`src/rtl/muldiv_unit_if.sv`:
```
// Request/response bundle between the execute stage and muldiv_unit.
// The master issues operations; the slave (the unit) reports busy/done/result.
interface muldiv_unit_if #(
    parameter int WIDTH = 32
);
    logic [3:0]       operation;
    logic [WIDTH-1:0] in1;
    logic [WIDTH-1:0] in2;
    logic             start;
    logic             busy;
    logic             done;
    logic [WIDTH-1:0] result;
    logic             illegal;

    modport master (
        output operation, in1, in2, start,
        input  busy, done, result, illegal
    );

    modport slave (
        input  operation, in1, in2, start,
        output busy, done, result, illegal
    );
endinterface

```
`src/rtl/muldiv_unit.sv`:
```
// Iterative RISC-V M-extension multiply/divide unit (sign-magnitude core, final sign fix-up).
// Define MULDIV_DIV_EN to build the divider; without it, divide op codes report illegal.
module muldiv_unit #(
    parameter int WIDTH    = 32,
    parameter int MUL_STEP = 4
) (
    input logic          clock,
    input logic          reset,
    muldiv_unit_if.slave bus
);
    localparam int CW = $clog2(WIDTH) + 1;
    localparam logic [CW-1:0]    MUL_LAST = CW'(WIDTH / MUL_STEP - 1);
    localparam logic [WIDTH-1:0] MIN_VAL  = {1'b1, {(WIDTH-1){1'b0}}};

    localparam logic [3:0] OP_MUL    = 4'd7;
    localparam logic [3:0] OP_MULH   = 4'd9;
    localparam logic [3:0] OP_MULHU  = 4'd10;
    localparam logic [3:0] OP_MULHSU = 4'd11;

    localparam logic [1:0] ST_IDLE = 2'd0;
    localparam logic [1:0] ST_MUL  = 2'd1;
    localparam logic [1:0] ST_FIX  = 2'd3;

`ifdef MULDIV_DIV_EN
    localparam logic [3:0]    OP_DIV   = 4'd12;
    localparam logic [3:0]    OP_DIVU  = 4'd13;
    localparam logic [3:0]    OP_REM   = 4'd14;
    localparam logic [3:0]    OP_REMU  = 4'd15;
    localparam logic [1:0]    ST_DIV   = 2'd2;
    localparam logic [CW-1:0] DIV_LAST = CW'(WIDTH - 1);
`endif

    logic [1:0]         state;
    logic [CW-1:0]      cnt;
    logic [3:0]         op_q;
    logic               neg_main;
    logic [2*WIDTH-1:0] acc;
    logic [2*WIDTH-1:0] mcand_sh;
    logic [WIDTH-1:0]   mplier;
    logic               busy_q;
    logic               done_q;
    logic               illegal_q;
    logic [WIDTH-1:0]   result_q;

`ifdef MULDIV_DIV_EN
    logic               neg_rem;
    logic [WIDTH-1:0]   quo;
    logic [WIDTH-1:0]   rem;
    logic [WIDTH-1:0]   divisor;
    logic [WIDTH:0]     div_shift;
    logic [WIDTH:0]     div_diff;
    logic               div_ge;
`endif

    logic               op_mul;
    logic               op_div;
    logic               a_signed;
    logic               b_signed;
    logic               a_neg;
    logic               b_neg;
    logic [WIDTH-1:0]   a_mag;
    logic [WIDTH-1:0]   b_mag;
    logic               fast;
    logic [2*WIDTH-1:0] mul_sum;
    logic [2*WIDTH-1:0] prod;
    logic [WIDTH-1:0]   fix_result;
    logic               fix_illegal;

    assign bus.busy    = busy_q;
    assign bus.done    = done_q;
    assign bus.result  = result_q;
    assign bus.illegal = illegal_q;

    // Decode the incoming request and reduce operands to magnitudes;
    // MIN maps onto itself, which is exactly its unsigned magnitude.
    always_comb begin
        op_mul   = bus.operation inside {OP_MUL, OP_MULH, OP_MULHU, OP_MULHSU};
        a_signed = bus.operation inside {OP_MUL, OP_MULH, OP_MULHSU};
        b_signed = bus.operation inside {OP_MUL, OP_MULH};
`ifdef MULDIV_DIV_EN
        op_div   = bus.operation inside {OP_DIV, OP_DIVU, OP_REM, OP_REMU};
        a_signed = a_signed | (bus.operation inside {OP_DIV, OP_REM});
        b_signed = b_signed | (bus.operation inside {OP_DIV, OP_REM});
`else
        op_div   = 1'b0;
`endif
        a_neg = a_signed & bus.in1[WIDTH-1];
        b_neg = b_signed & bus.in2[WIDTH-1];
        a_mag = a_neg ? -bus.in1 : bus.in1;
        b_mag = b_neg ? -bus.in2 : bus.in2;
        fast  = !(op_mul | op_div) | (op_mul & ((bus.in1 == '0) | (bus.in2 == '0)));
`ifdef MULDIV_DIV_EN
        fast  = fast | (op_div & ((bus.in2 == '0) |
                ((bus.operation inside {OP_DIV, OP_REM}) &
                 (bus.in1 == MIN_VAL) & (bus.in2 == '1))));
`endif
    end

    always_comb begin
        mul_sum = acc;
        for (int k = 0; k < MUL_STEP; k++) begin
            if (mplier[k]) begin
                mul_sum = mul_sum + (mcand_sh << k);
            end
        end
    end

`ifdef MULDIV_DIV_EN
    // One restoring step: the partial remainder never exceeds the divisor,
    // so the shifted value fits in WIDTH+1 bits.
    always_comb begin
        div_shift = {rem, quo[WIDTH-1]};
        div_diff  = div_shift - {1'b0, divisor};
        div_ge    = !div_diff[WIDTH];
    end
`endif

    always_comb begin
        prod        = neg_main ? -acc : acc;
        fix_result  = '0;
        fix_illegal = 1'b0;
        case (op_q)
            OP_MUL:                      fix_result = prod[WIDTH-1:0];
            OP_MULH, OP_MULHU, OP_MULHSU: fix_result = prod[2*WIDTH-1:WIDTH];
`ifdef MULDIV_DIV_EN
            OP_DIV, OP_DIVU:             fix_result = neg_main ? -quo : quo;
            OP_REM, OP_REMU:             fix_result = neg_rem ? -rem : rem;
`endif
            default:                     fix_illegal = 1'b1;
        endcase
    end

    // Fast-path cases preload the datapath registers with their final value
    // and go straight to FIX with the sign flags cleared.
    always_ff @(posedge clock or posedge reset) begin
        if (reset) begin
            state     <= ST_IDLE;
            cnt       <= '0;
            op_q      <= '0;
            neg_main  <= 1'b0;
            acc       <= '0;
            mcand_sh  <= '0;
            mplier    <= '0;
            busy_q    <= 1'b0;
            done_q    <= 1'b0;
            illegal_q <= 1'b0;
            result_q  <= '0;
`ifdef MULDIV_DIV_EN
            neg_rem   <= 1'b0;
            quo       <= '0;
            rem       <= '0;
            divisor   <= '0;
`endif
        end else begin
            done_q    <= 1'b0;
            illegal_q <= 1'b0;
            case (state)
                ST_IDLE: begin
                    if (bus.start) begin
                        busy_q   <= 1'b1;
                        op_q     <= bus.operation;
                        cnt      <= '0;
                        neg_main <= fast ? 1'b0 : (a_neg ^ b_neg);
                        acc      <= '0;
                        mcand_sh <= {{WIDTH{1'b0}}, a_mag};
                        mplier   <= b_mag;
`ifdef MULDIV_DIV_EN
                        neg_rem  <= fast ? 1'b0 : a_neg;
                        divisor  <= b_mag;
                        if (op_div && bus.in2 == '0) begin
                            quo <= '1;
                            rem <= bus.in1;
                        end else if (op_div && fast) begin
                            quo <= MIN_VAL;
                            rem <= '0;
                        end else begin
                            quo <= a_mag;
                            rem <= '0;
                        end
`endif
                        if (fast) state <= ST_FIX;
`ifdef MULDIV_DIV_EN
                        else if (op_div) state <= ST_DIV;
`endif
                        else state <= ST_MUL;
                    end
                end
                ST_MUL: begin
                    acc      <= mul_sum;
                    mcand_sh <= mcand_sh << MUL_STEP;
                    mplier   <= mplier >> MUL_STEP;
                    cnt      <= cnt + CW'(1);
                    if (cnt == MUL_LAST) state <= ST_FIX;
                end
`ifdef MULDIV_DIV_EN
                ST_DIV: begin
                    quo <= {quo[WIDTH-2:0], div_ge};
                    rem <= div_ge ? div_diff[WIDTH-1:0] : div_shift[WIDTH-1:0];
                    cnt <= cnt + CW'(1);
                    if (cnt == DIV_LAST) state <= ST_FIX;
                end
`endif
                ST_FIX: begin
                    result_q  <= fix_result;
                    illegal_q <= fix_illegal;
                    done_q    <= 1'b1;
                    busy_q    <= 1'b0;
                    state     <= ST_IDLE;
                end
                default: state <= ST_IDLE;
            endcase
        end
    end
endmodule

```
`src/flat_wrapper.sv`:
```
// flat-port wrapper written by rule: the top's interface ports become plain ports
module muldiv_unit_flat 
#(
    parameter int WIDTH    = 32,
    parameter int MUL_STEP = 4
)
  (clock, reset, bus_operation, bus_in1, bus_in2, bus_start, bus_busy, bus_done, bus_result, bus_illegal);
  muldiv_unit_if #(.WIDTH(WIDTH)) bus_i ();
  input logic clock;
  input logic reset;
  input wire logic [$bits(bus_i.operation)-1:0] bus_operation;
  input wire logic [$bits(bus_i.in1)-1:0] bus_in1;
  input wire logic [$bits(bus_i.in2)-1:0] bus_in2;
  input wire logic [$bits(bus_i.start)-1:0] bus_start;
  output wire logic [$bits(bus_i.busy)-1:0] bus_busy;
  output wire logic [$bits(bus_i.done)-1:0] bus_done;
  output wire logic [$bits(bus_i.result)-1:0] bus_result;
  output wire logic [$bits(bus_i.illegal)-1:0] bus_illegal;
  assign bus_i.operation = bus_operation;
  assign bus_i.in1 = bus_in1;
  assign bus_i.in2 = bus_in2;
  assign bus_i.start = bus_start;
  assign bus_busy = bus_i.busy;
  assign bus_done = bus_i.done;
  assign bus_result = bus_i.result;
  assign bus_illegal = bus_i.illegal;
  muldiv_unit #(.WIDTH(WIDTH), .MUL_STEP(MUL_STEP)) u_core (.clock(clock), .reset(reset), .bus(bus_i));
endmodule
```
`config.mk`:
```
export PLATFORM = sky130hd
export DESIGN_NAME = muldiv_unit_flat
export DESIGN_NICKNAME = d
export VERILOG_FILES = /design/src/rtl/muldiv_unit_if.sv /design/src/rtl/muldiv_unit.sv /design/src/flat_wrapper.sv
export SDC_FILE = /design/constraint.sdc
export NUM_CORES = 1
export LEC_CHECK = 0
export CAP_MARGIN = 10
export CORE_ASPECT_RATIO = 1.5
export CORE_MARGIN = 10
export CORE_UTILIZATION = 45
export CTS_CLUSTER_DIAMETER = 40
export DETAILED_ROUTE_END_ITERATION = 6
export HOLD_SLACK_MARGIN = 0.06
export PLACE_DENSITY = 0.6
export RECOVER_POWER = 100
export SYNTH_ARGS = -nofsm -noshare
export SYNTH_HDL_FRONTEND = slang
export SYNTH_SLANG_ARGS = --single-unit
```
`constraint.sdc`:
```
create_clock -name clock -period 10.6 [get_ports clock]
set_input_delay 2.12 -clock clock [delete_from_list [all_inputs] [get_ports clock]]
set_output_delay 2.12 -clock clock [all_outputs]
set_load 0.02 [all_outputs]
```
==> metrics.txt <==
outcome finished, violations left; failing checks max-capacitance violations, max-slew violations; vias in the first global route 29394; worst min path class register to register; Routed Antenna Nets 0; pin count of the biggest net entering global routing 92; CTS tree yes; critical path arrival 10.56 ns; Core Util, Final 54.7%; register area share after synthesis 19.3%; synth top area cells dfrtp_1 (19%), ha_1 (12%), xnor2_1 (7.1%), a21oi_1 (6.4%), o21ai_0 (6.2%); WHS Path Cells 2; post-DP HPWL 90.4 mm; CORE AREA 59100 sq um; max_cap viols 7; synth warn 0; Area Growth Syn to Fin 20.0%; total number of vias 29154; end point of the critical path u_core.acc[59]; total die area 70200 sq um; Synth top cells by count nand2_1 (352), a21oi_1 (346), o21ai_0 (331); FF-to-FF setup slack 0.49 ns; Slew headroom -185%; Yosys reg bits 208; worst-margin pin slew 4.25 ns; fin. max-slew vios 359; layout cells sized above 1 14.3%; Clock Sink Count 208; clk_lat worst skew 0.61 ns; met2 Track Usage GR 55.8%; Post-synth EDFFs 0; row count 109; I/O Buffers 105; antenna violations before repair 1; final WL 115 mm; I/O pin count 106; Reg2Reg Launch Point u_core.mcand_sh[0]; met3 GRT Util 4.77%; Post-synth top flop dfrtp_1; Worst EP required 11.04 ns; Setup crit start u_core.mcand_sh[0]; slowest CP cell fa_1; post-route setup slack 0.485 ns; reg2reg path depth 53; critical path class register to register; TritonCTS Buffers 43; die width 220 um; Starting Density 45.6%; Reg-to-Reg End u_core.acc[59]; area of the mapped netlist 26900 sq um; final period utilization 95.4%; CTS H-tree depth 2; gr busiest metal met2; Mapped Cells 3490; Placement Setup Slack -0.470 ns; maximum clock path buffer count 3; # DRC 0; Syn Nets 3819; area leader, netlist dfrtp_1; met1 Usage GRT 32.6%; CTS root buffer clkbuf_16; DR iter-0 viols 2320; Max Clock Freq 98.9 MHz; Setup Skew 0.0287 ns; crit-path most repeated cell a21oi_1; Worst setup SP type register; most numerous cell in the Yosys netlist nand2_1; post-synth top area share 19.3%; Hold Vio Cnt, Final 0; die extent in y 319 um; Layout Nets 4107; Tmin final 10.11 ns; Critical Path Max Stage Delay 0.41 ns; post-synthesis async set-or-reset flop share 100%; Final Wtd Congestion 1.05; first-pass GRT wire length 173 mm; Setup crit end kind register; Clk pin slew, worst setup/hold paths 0.05 ns; Total Routing Usage GR 31.8%; mean area per synthesized cell 7.71 sq um; GRT overflow 0; vias per cell 6.35; WL per Instance 25.0 um; post-synthesis cell type count 80; setup TNS 0 ns; hold buffers post-CTS 0; DRT Pass-1 Iters 7; Max Fanout on Critical Path 5; final setup vio count 0
## layer usage
| layer | wire [um] | up-vias |
|---|---|---|
| li1 | - | 13570 |
| met1 | 41000 | 14028 |
| met2 | 56700 | 1134 |
| met3 | 5900 | 422 |
| met4 | 11200 | 0 |
| met5 | 0 | - |
## flip-flops by register name, indices dropped and copies added, names as in the netlist, 2 cells and up
signal and cells:
u_core.mplier 32, u_core.bus.result 32, u_core.mcand_sh 64, u_core.acc 64, u_core.op_q 4, u_core.state 2, u_core.cnt 6
## critical path, delay by kind of cell, from the launching register on
kind / cells / cell delay (ns)
AOI/OAI and AO/OA: 31 / 5.36
xor gates and xnor gates: 4 / 0.57
adders and majority gates: 5 / 1.61
buffers and inverters: 8 / 1.18
DFF: 1 / 0.35
muxes: 1 / 0.28
and+or+nand+nor: 4 / 0.57
## through the flow
stage	cell area [sq um]	std cells	hold slack [ns]
global route	32300	4589	0.509
floorplan	26900	3490	0.447
finish	32300	4590	0.474
CTS	32200	4587	0.483
global placement	30700	4507	0.465
detailed placement	30700	4508	0.471
## cell type report
class	instances	area, sq um
Antenna cell	1	2.50
Clock buffer	55	1190
Inverter	112	422
Fill cell	5678	26800
Tap cell	777	972
Timing Repair Buffer	422	3390
Multi-Input combinational cell	2991	20800
Sequential cell	208	5210
Clock inverter	24	329
## timing repair
item	4_1_cts	5_1_grt
gates resized for setup	5	46
setup endpoints to repair	19	22
buffers inserted	0	2
pin swaps	0	8
## cells by family after synthesis
logic type | synth area share, %
buffers and inverters | 4.06
AND/OR/NAND/NOR | 16.3
flip-flops | 19.3
XOR/XNOR | 11.3
multiplexers | 5.00
AO/OA/AOI/OAI | 31.9
adder cells (fa/ha/maj) | 12.1
## cells in the final DEF, fill, tap and decap left out, types with 15 or more instances in the layout
cell type | netlist | routed
nand4_1 | 59 | 59
a22o_1 | 34 | 34
nor2b_1 | 34 | 33
inv_1 | 110 | 109
o21a_1 | 33 | 33
dfrtp_1 | 208 | 204
xnor2_1 | 219 | 219
o41ai_1 | 23 | 21
ha_1 | 254 | 253
o31ai_1 | 49 | 47
nor4_1 | 20 | 19
o22ai_1 | 40 | 40
mux2i_1 | 24 | 22
nor2_1 | 216 | 215
xor2_1 | 124 | 124
a211oi_1 | 20 | 17
o21ai_0 | 331 | 320
and2_1 | 18 | 15
clkdlybuf4s50_1 | 0 | 66
nand3_1 | 45 | 45
nand2b_1 | 28 | 28
buf_4 | 0 | 305
mux2_2 | 98 | 95
a21oi_1 | 346 | 339
dlygate4sd3_1 | 0 | 39
clkbuf_16 | 0 | 43
clkbuf_1 | 167 | 15
or3_1 | 26 | 29
a31oi_1 | 38 | 37
a21o_1 | 155 | 155
a221o_1 | 32 | 32
and3_1 | 35 | 35
a22oi_1 | 75 | 75
nor3_1 | 42 | 42
o211ai_1 | 17 | 17
o21bai_1 | 44 | 44
nand2_1 | 352 | 352
## worst min path at each step
stage,start,end
2_1_floorplan,u_core.mplier[31],u_core.mplier[31]
3_3_place_gp,u_core.mplier[26],u_core.mplier[26]
3_5_place_dp,u_core.bus.result[12],u_core.bus.result[12]
4_1_cts,u_core.bus.result[12],u_core.bus.result[12]
5_1_grt,u_core.bus.result[12],u_core.bus.result[12]
6_report,u_core.bus.result[12],u_core.bus.result[12]
Power is left out: the tool's default activity adds up to more than one toggle a clock period on the data nets, which glitch-free logic cannot reach.
